[config.mk]
export PLATFORM = sky130hd
export DESIGN_NAME = mul4_share_arbiter
export DESIGN_NICKNAME = d
export VERILOG_FILES = /design/src/rtl/mul4_share_arbiter.sv
export SDC_FILE = /design/constraint.sdc
export NUM_CORES = 1
export LEC_CHECK = 0
export BUFFER_PORTS_ARGS = -buffer_cell sky130_fd_sc_hd__buf_2
export CORE_ASPECT_RATIO = 1.1
export CORE_MARGIN = 5
export CORE_UTILIZATION = 50
export DETAILED_ROUTE_END_ITERATION = 16
export GPL_ROUTABILITY_DRIVEN = 0
export PLACE_DENSITY = 0.91
export SYNTH_ARGS = -nofsm -noshare
export SYNTH_HDL_FRONTEND = slang
export SYNTH_SLANG_ARGS = --single-unit
[constraint.sdc]
create_clock -name clk -period 4.82 [get_ports clk]
set_input_delay 0.482 -clock clk [delete_from_list [all_inputs] [get_ports clk]]
set_output_delay 0.482 -clock clk [all_outputs]
set_load 0.02 [all_outputs]
[src/rtl/mul4_share_arbiter.sv]
// Shared 4x4 unsigned multiplier arbitrated among NUM_REQ requesters.
// Define ROUND_ROBIN_EN for rotating priority; fixed priority otherwise.
module mul4_array (
  input  logic [3:0] a,
  input  logic [3:0] b,
  output logic [7:0] p
);
  always_comb begin
    p = '0;
    for (int i = 0; i < 4; i++) begin
      if (b[i]) p = p + ({4'b0, a} << i);
    end
  end
endmodule

module mul4_share_arbiter #(
  parameter int NUM_REQ = 4,
  parameter int ID_W    = 2
) (
  input  logic                 clk,
  input  logic                 rst_n,
  input  logic [NUM_REQ-1:0]   req_valid,
  input  logic [4*NUM_REQ-1:0] req_a,
  input  logic [4*NUM_REQ-1:0] req_b,
  output logic [NUM_REQ-1:0]   req_ready,
  output logic                 resp_valid,
  input  logic                 resp_ready,
  output logic [ID_W-1:0]      resp_id,
  output logic [7:0]           resp_product,
  output logic                 busy
);
  typedef enum logic [1:0] {
    IDLE,
    MUL,
    DONE
  } state_e;

  state_e state_q, state_d;
  logic [3:0] a_q, a_d;
  logic [3:0] b_q, b_d;
  logic [ID_W-1:0] id_q, id_d;
  logic [7:0] prod_q, prod_d;
  logic [7:0] mul_p;
  logic [ID_W-1:0] gid;
  logic any;
  logic [NUM_REQ-1:0] grant;
  logic [3:0] sel_a, sel_b;

`ifdef ROUND_ROBIN_EN
  logic [ID_W-1:0] ptr_q, ptr_d;
  logic hi_any;
  logic [ID_W-1:0] hi_id;

  // Prefer the lowest valid index above the pointer, else wrap to lowest.
  always_comb begin
    any = 1'b0;
    gid = '0;
    hi_any = 1'b0;
    hi_id = '0;
    for (int i = NUM_REQ - 1; i >= 0; i--) begin
      if (req_valid[i]) begin
        any = 1'b1;
        gid = ID_W'(i);
      end
      if (req_valid[i] && (i > int'(ptr_q))) begin
        hi_any = 1'b1;
        hi_id = ID_W'(i);
      end
    end
    if (hi_any) gid = hi_id;
  end
`else
  always_comb begin
    any = 1'b0;
    gid = '0;
    for (int i = NUM_REQ - 1; i >= 0; i--) begin
      if (req_valid[i]) begin
        any = 1'b1;
        gid = ID_W'(i);
      end
    end
  end
`endif

  always_comb begin
    grant = '0;
    sel_a = '0;
    sel_b = '0;
    for (int i = 0; i < NUM_REQ; i++) begin
      if (any && (gid == ID_W'(i))) begin
        grant[i] = 1'b1;
        sel_a = req_a[4*i +: 4];
        sel_b = req_b[4*i +: 4];
      end
    end
  end

  assign req_ready = (rst_n && state_q == IDLE) ? grant : '0;

  mul4_array u_mul (
    .a(a_q),
    .b(b_q),
    .p(mul_p)
  );

  always_comb begin
    state_d = state_q;
    a_d = a_q;
    b_d = b_q;
    id_d = id_q;
    prod_d = prod_q;
`ifdef ROUND_ROBIN_EN
    ptr_d = ptr_q;
`endif
    unique case (state_q)
      IDLE: begin
        if (|req_ready) begin
          a_d = sel_a;
          b_d = sel_b;
          id_d = gid;
`ifdef ROUND_ROBIN_EN
          ptr_d = gid;
`endif
          state_d = MUL;
        end
      end
      MUL: begin
        prod_d = mul_p;
        state_d = DONE;
      end
      DONE: begin
        if (resp_ready) state_d = IDLE;
      end
      default: state_d = IDLE;
    endcase
  end

  always_ff @(posedge clk or negedge rst_n) begin
    if (!rst_n) begin
      state_q <= IDLE;
      a_q <= '0;
      b_q <= '0;
      id_q <= '0;
      prod_q <= '0;
`ifdef ROUND_ROBIN_EN
      ptr_q <= ID_W'(NUM_REQ - 1);
`endif
    end else begin
      state_q <= state_d;
      a_q <= a_d;
      b_q <= b_d;
      id_q <= id_d;
      prod_q <= prod_d;
`ifdef ROUND_ROBIN_EN
      ptr_q <= ptr_d;
`endif
    end
  end

  assign resp_valid = (state_q == DONE);
  assign busy = (state_q != IDLE);
  assign resp_product = prod_q;
  assign resp_id = id_q;
endmodule

==> results.sh, run 1 <==
export IMPL_cpMostUsedCell="fa_1"
export IMPL_power_leakage_nw=1.01
export IMPL_initial_core_util_pct=52.7
export IMPL_hold_viol_final=0
export IMPL_place_hpwl_mm=3.07
export IMPL_yosys_area_top_type_share_pct=30.9
export IMPL_synth_async_reset_ratio_pct=100
export IMPL_vias=1558
export IMPL_total_power_mw=1.60
export IMPL_first_global_vias=1550
export IMPL_status="complete, no violations"
export IMPL_final_common_cell="buf_2"
export IMPL_ir_worst_vdd_mv=0.561
export IMPL_rsz0062_at_grt="no"
export IMPL_synthCells=189
export IMPL_synth_edff_count=0
export IMPL_ant_nets=0
export IMPL_cts_made_buffers=3
export IMPL_syn_nets=242
export IMPL_drcViolationCount=0
export IMPL_syn_avg_cell_area_sq_um=8.57
export IMPL_die_w_um=64.3
export IMPL_critPathMaxStageDelay_ps=520
export IMPL_worst_path_buf_inv=1
export IMPL_syn_to_final_growth_pct=19.0
export IMPL_htreeDepth=1
export IMPL_p_per_area_nw_per_um2=833
export IMPL_cts_resized=0
export IMPL_port_buffers=54
export IMPL_drive_gt1_share_pct=27.2
export IMPL_max_slew_margin_pct=62.0
export IMPL_critPathRequiredTime_ps=5020
export IMPL_synth_area_leaders="dfrtp_1 31%, ha_1 8.5%, nand2_1 4.9%, a211o_1 4.3%, a221oi_1 4.3%"
export IMPL_cp_depth=15
export IMPL_critical_path_class="flop to flop"
export IMPL_yosysSeqAreaShare_pct=30.9
export IMPL_root_buffer="clkbuf_4"
export IMPL_wl_mm=3.71
export IMPL_wl_per_cell_um=13.8
export IMPL_grt_max_degree=22
export IMPL_grt_usage_pct=17.1
export IMPL_hold_buffers=0
export IMPL_tightest_slew_ps=568
export IMPL_syn_area_sq_um=1620
export IMPL_cp_data_arrival_time_ps=4020
export IMPL_end_kind="flop"
export IMPL_ys_seq_elements=20
export IMPL_die_h_um=69.7
export IMPL_min_period_over_period_pct=79.2
export IMPL_clk_latency_ps=310
export IMPL_ys_types=42
export IMPL_grt_pass1_wl_mm=6.42
export IMPL_whs_ps=89.9
export IMPL_postCtsSetupBuffers=0
export IMPL_ys_warnings_count=0
export IMPL_dr_first_iter_drc_count=41
export IMPL_cap_violations=0
export IMPL_ys_flop_type="dfrtp_1"
export IMPL_clk_pin_slew_ps=120
export IMPL_setup_viol=0
export IMPL_nNetsFinal=289
export IMPL_fill_cells=265
export IMPL_dieArea_sq_um=4480
export IMPL_vias_per_cell=5.79
export IMPL_cts_tree="done"
export IMPL_multiInputGateArea_sq_um=1000
export IMPL_antenna_found_initial=0
export IMPL_slew_violations=0
export IMPL_fin_crit_ps=3820
export IMPL_cp_start_kind="flop"
export IMPL_tns_ps=0
export IMPL_slowest_stage="dfrtp_1"
export IMPL_skew_ps=2.79
export IMPL_clock_sinks=20
export IMPL_synth_top_area_cell="dfrtp_1"
export IMPL_max_freq_mhz=262
export IMPL_num_rows=21
export IMPL_grt_ovfl_total=0
export IMPL_hold_class="primary input to async pin"
export IMPL_diodes=0
export IMPL_firstDrtPassIters=4
export IMPL_cp_max_fo=8
export IMPL_io_pins=55
export IMPL_coreArea_sq_um=3070
export IMPL_seqCellArea_sq_um=500
export IMPL_clockBufferDepth=2
export IMPL_crit_family="adder cells"
export IMPL_layout_common_cells="54 x buf_2, 21 x nand2_1, 20 x dfrtp_1"
export IMPL_r2r_cells=15
export IMPL_worstPathCellList="and2_1, ha_1, inv_1, fa_1, xnor2_1, nand2_1, xnor2_1, fa_1, nand2b_1, o21ai_0, ha_1, fa_1, nand3b_1, o21ai_0, a31oi_2"
## flip-flops by register name (all words and copies together) (netlist names)
name / cells
b_q: 4
state_q: 2
resp_id: 2
a_q: 4
resp_product: 8
## where the power goes
group / switching [mW] / leakage, nW / total, mW / internal (mW)
clock network: 0.0549 / 0.0279 / 0.139 / 0.0842
logic: 0.599 / 0.745 / 1.11 / 0.508
registers: 0.112 / 0.237 / 0.359 / 0.246
total: 0.766 / 1.01 / 1.60 / 0.838
## cell families (layout without fill, tap and decap cells)
family | after synthesis | in the layout | synth area share [%]
mux | 3 | 3 | 1.85
xor+xnor | 4 | 4 | 2.16
simple gates | 67 | 67 | 21.5
compound gates | 53 | 53 | 23.7
flops | 20 | 20 | 30.9
buf+inv | 27 | 73 | 7.03
fa+ha+maj | 15 | 15 | 12.8
## per-layer routing
layer	vias to the layer above	GRT usage [%]	routed length (um)
li1	765	-	-
met1	734	20.7	1550
met2	52	29.8	1830
met3	7	2.92	264
met4	0	6.11	67
met5	-	0	0
## through the flow
step                      instances  util [%]  setup WS (ps)  cell area [sq um]
after floorplan                 189         -           1360               1620
after global placement          265      61.0           1160               1870
after detailed placement        265      61.0           1010               1870
after CTS                       269      62.7            989               1930
after global routing            269      62.7            671               1930
final                           269      62.7           1000               1930
## Yosys cell counts (2+ instances only)
cell and instances:
nand3_1 6, and2_1 2, a31oi_1 9, nand2b_1 5, dfrtp_1 20, clkbuf_1 8
nor3_1 2, a21o_1 2, nor2b_1 3, inv_1 15, nand2_1 21, ha_1 11
and3_1 4, a211o_1 8, a21oi_1 7, a221oi_1 8, xnor2_1 3, mux2i_1 3
o21ai_0 11, nor2_1 16, fa_1 3, o31ai_1 2
## worst paths after layout
kind | start | endpoint | slack, ps
min reg2reg | resp_product[0] | resp_product[0] | 470
min | rst_n | resp_product[7] | 90
max | b_q[0] | resp_product[4] | 1000
max in group asynchronous | rst_n | b_q[1] | 4420
max reg2reg | b_q[0] | resp_product[4] | 1000
min in group clk | resp_ready | state_q[1] | 340
## final cells by class
class                           count  share of cell area (%)
Clock buffer                        3                    1.17
Clock inverter                      1                    1.56
Inverter                           15                    2.92
Multi-Input combinational cell    142                    52.1
Sequential cell                    20                    26.0
Tap cell                           34                    2.21
Timing Repair Buffer               54                    14.0
## worst reg2reg max path, stage by stage (launching register included)
cell,delay (ps)
dfrtp_1,520
and2_1,210
ha_1,200
inv_1,60
fa_1,400
xnor2_1,230
nand2_1,100
xnor2_1,290
fa_1,460
nand2b_1,160
o21ai_0,110
ha_1,210
fa_1,420
nand3b_1,160
o21ai_0,130
a31oi_2,50
Power figures use the tool's default switching activity.
==> run 2: changes to the inputs <==
--- a/config.mk
+++ b/config.mk
@@ -5,13 +5,14 @@
 export SDC_FILE = /design/constraint.sdc
 export NUM_CORES = 1
 export LEC_CHECK = 0
+export ABC_AREA = 1
 export BUFFER_PORTS_ARGS = -buffer_cell sky130_fd_sc_hd__buf_2
 export CORE_ASPECT_RATIO = 1.1
 export CORE_MARGIN = 5
-export CORE_UTILIZATION = 50
+export CORE_UTILIZATION = 46
 export DETAILED_ROUTE_END_ITERATION = 16
 export GPL_ROUTABILITY_DRIVEN = 0
-export PLACE_DENSITY = 0.91
+export PLACE_DENSITY = 0.88
 export SYNTH_ARGS = -nofsm -noshare
 export SYNTH_HDL_FRONTEND = slang
 export SYNTH_SLANG_ARGS = --single-unit
==> constraint.sdc (replaced) <==
create_clock -name clk -period 3.1 [get_ports clk]
set_input_delay 0.31 -clock clk [delete_from_list [all_inputs] [get_ports clk]]
set_output_delay 0.31 -clock clk [all_outputs]
set_load 0.02 [all_outputs]
==> results.sh, run 2 <==
export IMPL_status="finished with violations"
export IMPL_failed_checks="setup timing"
export IMPL_placed_area_sq_um=2020
export IMPL_grt_usage_pct=19.7
export IMPL_place_hpwl_mm=3.50
export IMPL_clk_pin_slew_ps=110
export IMPL_die_w_um=67.1
export IMPL_wl_per_cell_um=12.8
export IMPL_drive_gt1_share_pct=34.7
export IMPL_initial_core_util_pct=48.4
export IMPL_die_h_um=72.8
export IMPL_diodes=0
export IMPL_tightest_slew_ps=472
export IMPL_cts_made_buffers=3
export IMPL_hold_viol_final=0
export IMPL_dieArea_sq_um=4890
export IMPL_critical_path_class="flop to flop"
export IMPL_final_cell_area_sq_um=2150
export IMPL_io_pins=55
export IMPL_total_power_mw=1.91
export IMPL_first_global_vias=1805
export IMPL_ys_seq_elements=20
export IMPL_worstPathCellList="nand2_2, inv_2, ha_4, inv_2, fa_1, o21ai_2, ha_2, inv_2, fa_2, nand2_2, and2_4, ha_4, fa_2, xor2_1, o21ai_1, inv_1, nand2_1, nand2_1"
export IMPL_cp_start_kind="flop"
export IMPL_synth_most_common_cell="nand2_1"
export IMPL_synth_common_cells="64 x nand2_1, 35 x nand3_1, 23 x inv_1"
export IMPL_whs_ps=185
export IMPL_num_rows=22
export IMPL_top_layer="met4"
export IMPL_worst_path_buf_inv=4
export IMPL_grt_ovfl_total=0
export IMPL_ant_nets=0
export IMPL_rsz0062_at_grt="yes"
export IMPL_dp_cells=336
export IMPL_synth_top_area_cell="dfrtp_1"
export IMPL_wl_met3_um=272
export IMPL_setup_viol=4
export IMPL_synth_edff_count=0
export IMPL_clock_sinks=20
export IMPL_firstDrtPassIters=4
export IMPL_nNetsFinal=351
export IMPL_p_per_area_nw_per_um2=887
export IMPL_root_buffer="clkbuf_4"
export IMPL_fin_crit_ps=3340
export IMPL_ys_types=30
export IMPL_synth_async_reset_ratio_pct=100
export IMPL_min_period_over_period_pct=108
export IMPL_ir_worst_vdd_mv=0.317
export IMPL_syn_avg_cell_area_sq_um=7.14
export IMPL_slowest_stage="fa_2"
export IMPL_grt_max_degree=22
export IMPL_worst_slack_ps=-236
export IMPL_slew_violations=0
export IMPL_syn_nets=284
export IMPL_layout_common_cells="62 x nand2_1, 54 x buf_2, 34 x nand3_1"
export IMPL_cap_violations=0
export IMPL_cts_tree="done"
export IMPL_vias_per_cell=5.19
export IMPL_end_kind="flop"
export IMPL_fill_cells=298
export IMPL_clockBufferDepth=2
export IMPL_max_slew_margin_pct=68.5
export IMPL_crit_family="adder cells"
export IMPL_max_freq_mhz=300
export IMPL_seqCellArea_sq_um=502
export IMPL_ys_flop_type="dfrtp_1"
export IMPL_synth_area_leaders="dfrtp_1 30%, nand2_1 15%, nand3_1 11%, ha_1 8.3%, inv_1 5.2%"
export IMPL_wl_mm=4.43
export IMPL_ys_warnings_count=0
export IMPL_antenna_found_initial=0
export IMPL_coreArea_sq_um=3410
export IMPL_dr_first_iter_drc_count=46
export IMPL_wl_met2_mm=2.28
export IMPL_hold_class="primary input to flop"
export IMPL_yosysSeqAreaShare_pct=30.3
export IMPL_final_common_cell="nand2_1"
export IMPL_fin_util_pct=63.1
export IMPL_port_buffers=54
export IMPL_final_cells=345
export IMPL_cp_data_arrival_time_ps=3550
export IMPL_cpMostUsedCell="inv_2"
export IMPL_cp_max_fo=2
export IMPL_tns_ps=-715
export IMPL_drcViolationCount=0
export IMPL_critPathRequiredTime_ps=3310
export IMPL_synthCells=231
export IMPL_skew_ps=1.55
export IMPL_multiInputGateArea_sq_um=1070
export IMPL_critPathMaxStageDelay_ps=520
export IMPL_grt_pass1_wl_mm=7.69
export IMPL_power_leakage_nw=1.21
export IMPL_largest_reg_flops=8
export IMPL_clk_latency_ps=300
export IMPL_syn_area_sq_um=1650
export IMPL_syn_to_final_growth_pct=30.6
export IMPL_yosys_area_top_type_share_pct=30.3
export IMPL_m1WireLength_mm=1.72
export IMPL_dp_slack_ps=-295
export IMPL_htreeDepth=1
export IMPL_vias=1791
==> run 2: cell types whose count changed after synthesis, moves of 4 or more <==
cell	change
and3_1	-4
nand2b_1	-5
clkbuf_1	-8
nand2_1	+43
o21ai_1	+9
nand3_1	+29
a221oi_1	-8
a211o_1	-8
a31oi_1	-8
inv_2	+5
inv_1	+8
nor2_1	-4
a21oi_1	+8
==> run 2: layout make-up <==
type	count	area share [%]
Timing Repair Buffer	68	17.5
Inverter	29	5.11
Multi-Input combinational cell	176	49.6
Tap cell	48	2.79
Sequential cell	20	23.3
Clock buffer	4	1.68
==> run 2: path summary, 6_finish.rpt <==
check	end	startpoint	slack, ps	cells past startpoint
worst max-delay path	resp_product[5]	a_q[1]	-240	18
worst max register to register	resp_product[5]	a_q[1]	-240	18
worst min register to register	resp_product[5]	resp_product[5]	490	2
worst min-delay path	state_q[1]	resp_ready	180	2
max in group asynchronous	a_q[1]	rst_n	2270	2
min in group asynchronous	resp_product[4]	rst_n	480	2
==> run 2: cells by family after synthesis <==
logic type	synth area share [%]
AND/OR/NAND/NOR	35.9
AO/OA/AOI/OAI	11.0
buffers and inverters	9.70
flip-flops	30.3
adder cells (fa/ha/maj)	12.0
XOR/XNOR	1.06
==> run 2: repair_timing <==
item,in CTS,in global routing
hold endpoints to repair,20,0
setup buffers,2,2
endpoints found under the setup margin,4,4
gates resized for setup,11,1
hold buffers,1,0
pin swaps,8,2
==> run 2: power by group <==
part / internal (mW) / leakage, nW / total (mW) / switching [mW]
logic: 0.543 / 0.942 / 1.28 / 0.737
clock network: 0.0717 / 0.0210 / 0.155 / 0.0833
registers: 0.376 / 0.252 / 0.477 / 0.101
total: 0.990 / 1.21 / 1.91 / 0.921
==> run 2: worst reg2reg max path, cell delays in order, from the launching register on <==
cell and delay, ps:
dfrtp_2 420, nand2_2 70, inv_2 50, ha_4 150, inv_2 40, fa_1 410
o21ai_2 150, ha_2 210, inv_2 40, fa_2 520, nand2_2 60, and2_4 160
ha_4 160, fa_2 400, xor2_1 150, o21ai_1 110, inv_1 40, nand2_1 60
nand2_1 40
==> run 2: layer usage <==
| metal | vias to the layer above | global-route usage [%] |
|---|---|---|
| met5 | - | 0 |
| met1 | 809 | 22.1 |
| li1 | 887 | - |
| met3 | 17 | 3.08 |
| met4 | 0 | 9.46 |
| met2 | 78 | 35.6 |
